File: src/rtl/button_event_decoder.sv
// Classifies a debounced button level into press/release/short/long/repeat events
// and queues SHORT/LONG/REPEAT codes in a one-entry valid/ack register. Auto-repeat: BUTTON_AUTO_REPEAT_EN.
module button_event_decoder #(
    parameter int unsigned LONG_PRESS_TIME = 100_000_000,
    parameter int unsigned REPEAT_PERIOD   = 10_000_000,
    parameter int unsigned CNT_W           = 27
) (
    input  logic       CLK,
    input  logic       RESET,
    input  logic       button_level,
    output logic       press_pulse,
    output logic       release_pulse,
    output logic       short_press,
    output logic       long_press,
    output logic       held,
    output logic       repeat_pulse,
    output logic       event_valid,
    output logic [1:0] event_code,
    input  logic       event_ack,
    output logic       event_overflow
);

    if (LONG_PRESS_TIME < 2) begin : g_bad_long
        $error("LONG_PRESS_TIME must be >= 2");
    end
    if (REPEAT_PERIOD < 2) begin : g_bad_repeat
        $error("REPEAT_PERIOD must be >= 2");
    end

    localparam logic [1:0]       CODE_NONE  = 2'b00;
    localparam logic [1:0]       CODE_SHORT = 2'b01;
    localparam logic [1:0]       CODE_LONG  = 2'b10;
    localparam logic [CNT_W-1:0] LONG_LAST  = CNT_W'(LONG_PRESS_TIME - 1);
`ifdef BUTTON_AUTO_REPEAT_EN
    localparam logic [1:0]       CODE_REPEAT = 2'b11;
    localparam logic [CNT_W-1:0] REP_LAST    = CNT_W'(REPEAT_PERIOD - 1);
`endif

    typedef enum logic [1:0] {
        ST_IDLE    = 2'd0,
        ST_PRESSED = 2'd1,
        ST_HELD    = 2'd2
    } state_t;

    state_t           state_q, state_d;
    logic [CNT_W-1:0] cnt_q, cnt_d;
    logic             prev_q;
    logic             press_d, release_d, short_d, long_d, held_d;
    logic             post;
    logic [1:0]       post_code;
    logic             valid_d, ovf_d;
    logic [1:0]       code_d;
`ifdef BUTTON_AUTO_REPEAT_EN
    logic             repeat_d;
`endif

    // Next-state, pulse and event-register logic
    always_comb begin
        state_d   = state_q;
        cnt_d     = cnt_q;
        press_d   = 1'b0;
        release_d = 1'b0;
        short_d   = 1'b0;
        long_d    = 1'b0;
        post      = 1'b0;
        post_code = CODE_NONE;
`ifdef BUTTON_AUTO_REPEAT_EN
        repeat_d  = 1'b0;
`endif
        case (state_q)
            ST_IDLE: begin
                if (button_level && !prev_q) begin
                    press_d = 1'b1;
                    cnt_d   = '0;
                    state_d = ST_PRESSED;
                end
            end
            ST_PRESSED: begin
                // Release takes priority over reaching the long threshold
                if (!button_level) begin
                    release_d = 1'b1;
                    short_d   = 1'b1;
                    post      = 1'b1;
                    post_code = CODE_SHORT;
                    cnt_d     = '0;
                    state_d   = ST_IDLE;
                end else if (cnt_q == LONG_LAST) begin
                    long_d    = 1'b1;
                    post      = 1'b1;
                    post_code = CODE_LONG;
                    cnt_d     = '0;
                    state_d   = ST_HELD;
                end else begin
                    cnt_d = cnt_q + CNT_W'(1);
                end
            end
            ST_HELD: begin
                if (!button_level) begin
                    release_d = 1'b1;
                    cnt_d     = '0;
                    state_d   = ST_IDLE;
                end
`ifdef BUTTON_AUTO_REPEAT_EN
                else if (cnt_q == REP_LAST) begin
                    repeat_d  = 1'b1;
                    post      = 1'b1;
                    post_code = CODE_REPEAT;
                    cnt_d     = '0;
                end else begin
                    cnt_d = cnt_q + CNT_W'(1);
                end
`endif
            end
            default: begin
                cnt_d   = '0;
                state_d = ST_IDLE;
            end
        endcase

        held_d = (state_d == ST_HELD);

        valid_d = event_valid;
        code_d  = event_code;
        ovf_d   = event_overflow;
        if (post) begin
            if (!event_valid || event_ack) begin
                valid_d = 1'b1;
                code_d  = post_code;
                ovf_d   = 1'b0;
            end else begin
                ovf_d = 1'b1;
            end
        end else if (event_ack && event_valid) begin
            valid_d = 1'b0;
            code_d  = CODE_NONE;
            ovf_d   = 1'b0;
        end
    end

    always_ff @(posedge CLK) begin
        if (RESET) begin
            state_q        <= ST_IDLE;
            cnt_q          <= '0;
            prev_q         <= 1'b0;
            press_pulse    <= 1'b0;
            release_pulse  <= 1'b0;
            short_press    <= 1'b0;
            long_press     <= 1'b0;
            held           <= 1'b0;
            event_valid    <= 1'b0;
            event_code     <= CODE_NONE;
            event_overflow <= 1'b0;
        end else begin
            state_q        <= state_d;
            cnt_q          <= cnt_d;
            prev_q         <= button_level;
            press_pulse    <= press_d;
            release_pulse  <= release_d;
            short_press    <= short_d;
            long_press     <= long_d;
            held           <= held_d;
            event_valid    <= valid_d;
            event_code     <= code_d;
            event_overflow <= ovf_d;
        end
    end

`ifdef BUTTON_AUTO_REPEAT_EN
    always_ff @(posedge CLK) begin
        if (RESET) repeat_pulse <= 1'b0;
        else       repeat_pulse <= repeat_d;
    end
`else
    assign repeat_pulse = 1'b0;
`endif

endmodule

File: config.mk
export PLATFORM = sky130hd
export DESIGN_NAME = button_event_decoder
export DESIGN_NICKNAME = d
export VERILOG_FILES = /design/src/rtl/button_event_decoder.sv
export SDC_FILE = /design/constraint.sdc
export NUM_CORES = 1
export LEC_CHECK = 0
export CORE_MARGIN = 2
export CORE_UTILIZATION = 48
export CTS_CLUSTER_DIAMETER = 100
export DETAILED_ROUTE_END_ITERATION = 7
export HOLD_SLACK_MARGIN = 0.1
export PLACE_DENSITY = 0.73
export SYNTH_ARGS = -nofsm -noshare
export SYNTH_HDL_FRONTEND = slang
export SYNTH_SLANG_ARGS = --single-unit
File: constraint.sdc
create_clock -name CLK -period 3.95 [get_ports CLK]
set_input_delay 0.9875 -clock CLK [delete_from_list [all_inputs] [get_ports CLK]]
set_output_delay 0.9875 -clock CLK [all_outputs]
set_load 0.01 [all_outputs]
==> summary.json, run 1 <==
{
  "status": {"value": "finished, final reports clean"},
  "grt_use_total": {"value": 17.7, "unit": "%"},
  "leakagePower": {"value": 0.724, "unit": "nW"},
  "die_area": {"value": 0.00451, "unit": "mm²"},
  "pin_count_of_the_biggest_net_entering_global_routing": {"value": 26},
  "portion_of_the_post_synthesis_area_used_by_sequential_elements": {"value": 40.8, "unit": "%"},
  "worst-endpoint-arrival": {"value": 2.71, "unit": "ns"},
  "placed_cells": {"value": 267},
  "post_layout_nonfiller_instances": {"value": 273},
  "synth_cells": {"value": 212},
  "setup_violations": {"value": 0},
  "synth_edf_count": {"value": 0},
  "grt_setup_unrepaired": {"value": "false"},
  "global_route.overflow_total": {"value": 0},
  "rows": {"value": 22},
  "grt_pass1_vias": {"value": 1316},
  "worst_ep_required_time": {"value": 4.11, "unit": "ns"},
  "internal_power": {"value": 0.543, "unit": "mW"},
  "r2r_cells": {"value": 6},
  "critical_path.max_fanout": {"value": 25},
  "route.vias.total": {"value": 1488},
  "yosys_register_bits": {"value": 39},
  "power": {"value": 0.705, "unit": "mW"},
  "switching_power": {"value": 0.162, "unit": "mW"},
  "global_route_wire_length_before_repair": {"value": 5980, "unit": "µm"},
  "cp_max_stage_cell": {"value": "clkdlybuf4s50_1"},
  "ys_dominant_reg_cell": {"value": "dfxtp_1"},
  "finalHoldWorstSlack": {"value": 0.463, "unit": "ns"},
  "postSynth.asyncResetShare": {"value": 0, "unit": "%"},
  "mean_instance_size_in_the_synthesized_netlist": {"value": 9.02, "unit": "µm²"},
  "place_worst_setup_slack": {"value": 1.09, "unit": "ns"},
  "finalCriticalPeriod": {"value": 2.55, "unit": "ns"},
  "r2r_start": {"value": "state_q[0]"},
  "setup.worst_path.end_class": {"value": "flop"},
  "initial_core_util": {"value": 51.1, "unit": "%"},
  "highest_signal_layer_in_the_routed_design": {"value": "met4"},
  "ios": {"value": 14},
  "diodes": {"value": 0},
  "power_frac_seq": {"value": 57.5, "unit": "%"},
  "placed_cell_area": {"value": 0.00206, "unit": "mm²"},
  "r2r-end": {"value": "cnt_q[9]"},
  "wl_met2": {"value": 1560, "unit": "µm"},
  "cell_chain_critical_path": {"value": "clkdlybuf4s50_1 > and2b_2 > o21a_1 > a21o_2 > nor2_1"},
  "met3WireLength": {"value": 122, "unit": "µm"},
  "antenna_violations_before_repair": {"value": 0},
  "fin_crit_sh": {"value": 64.5, "unit": "%"},
  "design.final.nets": {"value": 235},
  "timing.fmax": {"value": 393, "unit": "MHz"},
  "wl_met1": {"value": 1780, "unit": "µm"},
  "synth_largest_type_area_fraction": {"value": 40.8, "unit": "%"},
  "slowest_delay": {"value": 0.61, "unit": "ns"},
  "final.setup.tns": {"value": 0, "unit": "ns"},
  "clock_sink_count": {"value": 39},
  "place.port_buffers": {"value": 12},
  "class_of_the_worst_hold_path": {"value": "reg -> reg"},
  "post_synth_num_cell_types": {"value": 47},
  "cts_tree": {"value": "built"},
  "critical_path.startpoint": {"value": "button_level"},
  "detail_route.wirelength": {"value": 3520, "unit": "µm"},
  "finalInstanceArea": {"value": 0.00213, "unit": "mm²"},
  "cts-resized-gates": {"value": 0},
  "crit_end": {"value": "cnt_q[9]"},
  "path_class": {"value": "in -> reg"},
  "mappedNetlistNets": {"value": 221},
  "h-tree-depth": {"value": 2},
  "area.growth.synth_to_final": {"value": 11.2, "unit": "%"},
  "drive_above_1_share": {"value": 6.67, "unit": "%"},
  "clockPowerShare": {"value": 33.8, "unit": "%"},
  "ant_nets": {"value": 0},
  "cts_setup_buffers": {"value": 0},
  "clock_tree.buffer_depth": {"value": 2},
  "post_drt_wl_per_cell": {"value": 12.9, "unit": "µm"},
  "synth-warning-count": {"value": 0},
  "final_core_util": {"value": 56.9, "unit": "%"},
  "cts.hold.buffers_added": {"value": 0},
  "filler_cell_count": {"value": 356},
  "finClkSkew": {"value": 0.00443, "unit": "ns"},
  "hold_fails_final_rpt": {"value": 0},
  "avgViaCountPerCell": {"value": 5.45},
  "hpwl": {"value": 2460, "unit": "µm"},
  "numCtsBuffers": {"value": 5},
  "largest_voltage_drop_on_the_vdd_net": {"value": 212, "unit": "µV"},
  "cts-root-buf": {"value": "clkbuf_8"},
  "gpl.final_weighted_congestion": {"value": 0.781},
  "post_synth_instance_area": {"value": 0.00191, "unit": "mm²"},
  "maxCapViolations": {"value": 0},
  "synth.area.top_cells": {"value": "dfxtp_1 41%, xnor2_1 7.8%, nor2_1 6.3%"},
  "reg2reg_setup_slack": {"value": 1.99, "unit": "ns"},
  "worst_setup_path_start_kind": {"value": "primary input"},
  "synthDominantAreaCellType": {"value": "dfxtp_1"},
  "layout_setup_ws": {"value": 1.40, "unit": "ns"},
  "power_per_cell_area": {"value": 331, "unit": "mW/mm²"},
  "post-route-drc-count": {"value": 0},
  "worst_setup_hold_path_clk_slew": {"value": 0.07, "unit": "ns"},
  "core_area": {"value": 0.00374, "unit": "mm²"},
  "power.switching_fraction": {"value": 23.0, "unit": "%"},
  "die_width": {"value": 67.1, "unit": "µm"},
  "detail_route.first_pass.iterations": {"value": 4},
  "slew_violations": {"value": 0},
  "clk_lat_worst_skew": {"value": 0.29, "unit": "ns"},
  "combinationalPowerShare": {"value": 8.7, "unit": "%"},
  "chip_height": {"value": 67.1, "unit": "µm"},
  "detailedRoute.firstIterationViolations": {"value": 82}
}
==> final cells by class <==
class / count / area, µm² / share of cell area (%)
Multi-Input combinational cell: 160 / 1060 / 49.9
Inverter: 7 / 26.3 / 1.23
Tap cell: 48 / 60.1 / 2.82
Timing Repair Buffer: 13 / 128 / 6.00
Clock buffer: 6 / 72.6 / 3.41
Sequential cell: 39 / 781 / 36.7
==> cell families (layout without fill, tap and decap cells) <==
family | after synthesis | count (layout) | synth area share, %
buf+inv | 13 | 26 | 3.73
compound gates | 27 | 27 | 11.3
other cells | 1 | 1 | 0.196
mux | 2 | 2 | 1.05
simple gates | 101 | 101 | 28.6
flops | 39 | 39 | 40.8
fa+ha+maj | 5 | 5 | 3.27
xor+xnor | 24 | 24 | 11.0
==> layer usage <==
metal  vias up  track usage (%)
met4         0             6.12
li1        774                -
met1       689             23.9
met5         -                0
met3         7             5.50
met2        18             27.0
==> worst min path at each step <==
stage                  startpoint       endpoint  cells past startpoint
finish              event_code[1]  event_code[1]                      2
global route        event_code[1]  event_code[1]                      2
CTS                 event_code[1]  event_code[1]                      2
detailed placement  event_code[1]  event_code[1]                      2
global placement    event_code[1]  event_code[1]                      2
floorplan                  prev_q    press_pulse                      1
==> synth_stat cells, types with 2 or more instances <==
library cell and instances:
a211oi_1 3, a21oi_1 4, and2_1 2, and3_1 3, and4_1 3, buf_4 4, dfxtp_1 39, ha_1 5
inv_1 7, mux2i_1 2, nand2_1 17, nand2b_1 2, nand3_1 9, nand4_1 4, nor2_1 32, nor2b_1 3
nor3_1 3, nor3b_1 3, nor4_1 11, nor4b_1 2, o21a_1 2, o21ai_0 4, o21bai_1 2, xnor2_1 17
xor2_1 7
==> registers in the layout (all words and copies together), names as in the netlist <==
register and count:
cnt_q 27, event_code 2, event_overflow 1, event_valid 1, held 1, long_press 1, press_pulse 1, prev_q 1
release_pulse 1, short_press 1, state_q 2
==> worst max-delay path: cells and delay by family <==
kind | cells | cell delay, ns
AO/OA/AOI/OAI | 2 | 0.75
buffers and inverters | 1 | 0.61
AND/OR/NAND/NOR | 2 | 0.36
==> layout by cell type (no fill, tap or decap), types with 3 or more instances in the layout <==
cell type,instances
and3_1,3
and4_1,3
nand3_1,9
nand2_1,17
xnor2_1,17
nor3_1,3
a211oi_1,3
clkdlybuf4s50_1,12
clkbuf_8,5
nor2_1,32
nor3b_1,3
inv_1,7
nand4_1,4
ha_1,5
nor2b_1,3
o21ai_0,4
a21oi_1,4
nor4_1,11
dfxtp_1,39
xor2_1,7
==> power by group through the flow <==
stage	sequential, mW	combinational (mW)	clock [mW]
finish	0.406	0.0615	0.238
global route	0.406	0.0688	0.266
floorplan	0.415	0.0426	0
detailed placement	0.415	0.0618	0
CTS	0.406	0.0622	0.247
global placement	0.414	0.0608	0
No activity file was read; power rests on OpenSTA's default activity.
==> run 2, diff against run 1 <==
--- a/config.mk
+++ b/config.mk
@@ -10,7 +10,7 @@
 export CTS_CLUSTER_DIAMETER = 100
 export DETAILED_ROUTE_END_ITERATION = 7
 export HOLD_SLACK_MARGIN = 0.1
-export PLACE_DENSITY = 0.73
+export PLACE_DENSITY = 0.76
 export SYNTH_ARGS = -nofsm -noshare
 export SYNTH_HDL_FRONTEND = slang
 export SYNTH_SLANG_ARGS = --single-unit
==> constraint.sdc (replaced) <==
create_clock -name CLK -period 2.1 [get_ports CLK]
set_input_delay 0.525 -clock CLK [delete_from_list [all_inputs] [get_ports CLK]]
set_output_delay 0.525 -clock CLK [all_outputs]
set_load 0.01 [all_outputs]
==> run 2 against run 1 <==
- clock-buffer cell count did not move
- via count rose by 2.8%
- power rose by 98%
- register-to-register slack got worse by 1.8 ns
- non-clock buffer count rose by 8
- clock power rose by 110%
- critical path type unchanged
- critical endpoint is now cnt_q[26]
- largest power group unchanged
==> summary.json, run 2 (same netlist as run 1, synthesis figures left out) <==
{
  "placed_cell_area": {"value": 0.00212, "unit": "mm²", "change": "+2.9%"},
  "power_per_cell_area": {"value": 632, "unit": "mW/mm²", "change": "+91%"},
  "global_route.overflow_total": {"value": 0, "change": "unchanged"},
  "hold_fails_final_rpt": {"value": 0, "change": "unchanged"},
  "slew_violations": {"value": 0, "change": "unchanged"},
  "grt_use_total": {"value": 18.0, "unit": "%", "change": "+0.29 points"},
  "ant_nets": {"value": 0, "change": "unchanged"},
  "area.growth.synth_to_final": {"value": 15.5, "unit": "%"},
  "global_route_wire_length_before_repair": {"value": 6180, "unit": "µm", "change": "+3.5%"},
  "cts_tree": {"value": "built"},
  "die_width": {"value": 67.1, "unit": "µm", "change": "unchanged"},
  "final.setup.tns": {"value": 0, "unit": "ns", "change": "unchanged"},
  "biggestRegsByFlops": {"value": "cnt_q: 27 flops, event_code: 2 flops, state_q: 2 flops"},
  "numCtsBuffers": {"value": 5, "change": "unchanged"},
  "cts_setup_buffers": {"value": 0, "change": "unchanged"},
  "avgViaCountPerCell": {"value": 5.43, "change": "-0.46%"},
  "die_area": {"value": 0.00451, "unit": "mm²", "change": "unchanged"},
  "grt_pass1_vias": {"value": 1441, "change": "+9.5%"},
  "worst_setup_hold_path_clk_slew": {"value": 0.07, "unit": "ns", "change": "about the same"},
  "detail_route.first_pass.iterations": {"value": 4, "change": "unchanged"},
  "fin_crit_sh": {"value": 90.4, "unit": "%"},
  "grt_setup_unrepaired": {"value": "false"},
  "pin_count_of_the_biggest_net_entering_global_routing": {"value": 26, "change": "unchanged"},
  "ios": {"value": 14, "change": "unchanged"},
  "post-route-drc-count": {"value": 0, "change": "unchanged"},
  "core_area": {"value": 0.00374, "unit": "mm²", "change": "unchanged"},
  "cts.hold.buffers_added": {"value": 0, "change": "unchanged"},
  "h-tree-depth": {"value": 2, "change": "unchanged"},
  "timing.fmax": {"value": 527, "unit": "MHz"},
  "finalInstanceArea": {"value": 0.00221, "unit": "mm²", "change": "+3.8%"},
  "largest_voltage_drop_on_the_vdd_net": {"value": 510, "unit": "µV", "change": "+140%"},
  "clock_tree.buffer_depth": {"value": 2, "change": "unchanged"},
  "critical_path.max_fanout": {"value": 14, "change": "-44%"},
  "layout_setup_ws": {"value": 0.202, "unit": "ns", "change": "-1.20 ns"},
  "route.vias.total": {"value": 1530, "change": "+2.8%"},
  "place.port_buffers": {"value": 12, "change": "unchanged"},
  "leakagePower": {"value": 0.774, "unit": "nW", "change": "+6.8%"},
  "finClkSkew": {"value": 0.00405, "unit": "ns", "change": "-0.000378 ns"},
  "worst_setup_path_start_kind": {"value": "primary input"},
  "setup_violations": {"value": 0, "change": "unchanged"},
  "design.final.nets": {"value": 243, "change": "+3.4%"},
  "commonest_cells_after_routing_fill_and_taps_aside": {"value": "39 x dfxtp_1, 32 x nor2_1, 17 x nand2_1, 17 x xnor2_1, 12 x clkdlybuf4s50_1"},
  "path_class": {"value": "in -> reg"},
  "filler_cell_count": {"value": 368, "change": "+3.4%"},
  "drive_above_1_share": {"value": 10.7, "unit": "%", "change": "+4.0 points"},
  "place_worst_setup_slack": {"value": -0.120, "unit": "ns", "change": "-1.21 ns"},
  "detail_route.wirelength": {"value": 3580, "unit": "µm", "change": "+1.7%"},
  "setup.worst_path.end_class": {"value": "flop"},
  "worst-endpoint-arrival": {"value": 2.07, "unit": "ns", "change": "-0.64 ns"},
  "rows": {"value": 22, "change": "unchanged"},
  "hpwl": {"value": 2590, "unit": "µm", "change": "+5.3%"},
  "clock_sink_count": {"value": 39, "change": "unchanged"},
  "antenna_violations_before_repair": {"value": 0, "change": "unchanged"},
  "chip_height": {"value": 67.1, "unit": "µm", "change": "unchanged"},
  "class_of_the_worst_hold_path": {"value": "reg -> reg"},
  "gpl.final_weighted_congestion": {"value": 0.761, "change": "-2.5%"},
  "clk_lat_worst_skew": {"value": 0.29, "unit": "ns", "change": "about the same"},
  "status": {"value": "finished, final reports clean"},
  "cts-root-buf": {"value": "clkbuf_8"},
  "finalHoldWorstSlack": {"value": 0.459, "unit": "ns", "change": "-0.00367 ns"},
  "diodes": {"value": 0, "change": "unchanged"},
  "post_drt_wl_per_cell": {"value": 12.7, "unit": "µm", "change": "-1.5%"},
  "worst_ep_required_time": {"value": 2.27, "unit": "ns", "change": "-1.84 ns"},
  "initial_core_util": {"value": 51.1, "unit": "%", "change": "unchanged"},
  "power": {"value": 1.40, "unit": "mW", "change": "+98%"},
  "flip_flop_count_of_the_largest_register_after_layout": {"value": 27, "change": "unchanged"},
  "registers.top_by_ff_count": {"value": "cnt_q"},
  "mostFrequentLayoutCell": {"value": "dfxtp_1"},
  "finalCriticalPeriod": {"value": 1.90, "unit": "ns"},
  "detailedRoute.firstIterationViolations": {"value": 80, "change": "-2.4%"},
  "maxCapViolations": {"value": 0, "change": "unchanged"}
}
==> run 2: area by class of cell <==
| type | count | area [µm²] | share of cell area (%) |
|---|---|---|---|
| Multi-Input combinational cell | 160 | 1070 | 48.3 |
| Sequential cell | 39 | 781 | 35.3 |
| Timing Repair Buffer | 21 | 188 | 8.49 |
| Clock buffer | 6 | 82.6 | 3.74 |
| Tap cell | 48 | 60.1 | 2.72 |
| Inverter | 7 | 26.3 | 1.19 |
| Clock inverter | 1 | 5.00 | 0.227 |
==> run 2: through the flow <==
| stage | cells | utilization (%) |
|---|---|---|
| finish | 282 | 59.0 |
| global route | 282 | 59.0 |
| CTS | 282 | 58.9 |
| floorplan | 212 | - |
| detailed placement | 275 | 56.5 |
| global placement | 275 | 56.5 |
==> run 2: critical path: stages <==
cell and delay, ns:
clkdlybuf4s50_1 0.56, and2b_2 0.23, o211ai_4 0.18, nor4_1 0.35
xnor2_1 0.16, nor2_1 0.06
==> run 2: path summary, 6_finish.rpt <==
path | from | end | slack [ns] | cells after the start
worst max-delay path | button_level | cnt_q[26] | 0.20 | 6
worst min-delay path | event_code[1] | event_code[1] | 0.46 | 2
worst max register to register | cnt_q[2] | cnt_q[26] | 0.24 | 5
worst min register to register | event_code[1] | event_code[1] | 0.46 | 2
==> run 2: what timing repair did <==
item,in CTS,in global routing
endpoints found under the setup margin,0,25
resized for setup,0,1
hold endpoints to repair,0,0
==> run 2: routing by layer <==
layer,GRT usage [%],vias up,wire length (µm)
met3,4.83,7,176
met5,0,-,0
met1,22.1,714,1690
met2,30.9,25,1670
li1,-,784,-
met4,5.36,0,49
==> run 2: power breakdown <==
| group | internal (mW) | total, mW | switching [mW] | leakage [nW] |
|---|---|---|---|---|
| clock network | 0.257 | 0.501 | 0.244 | 0.0470 |
| logic | 0.0599 | 0.132 | 0.0726 | 0.411 |
| registers | 0.753 | 0.763 | 0.0104 | 0.315 |
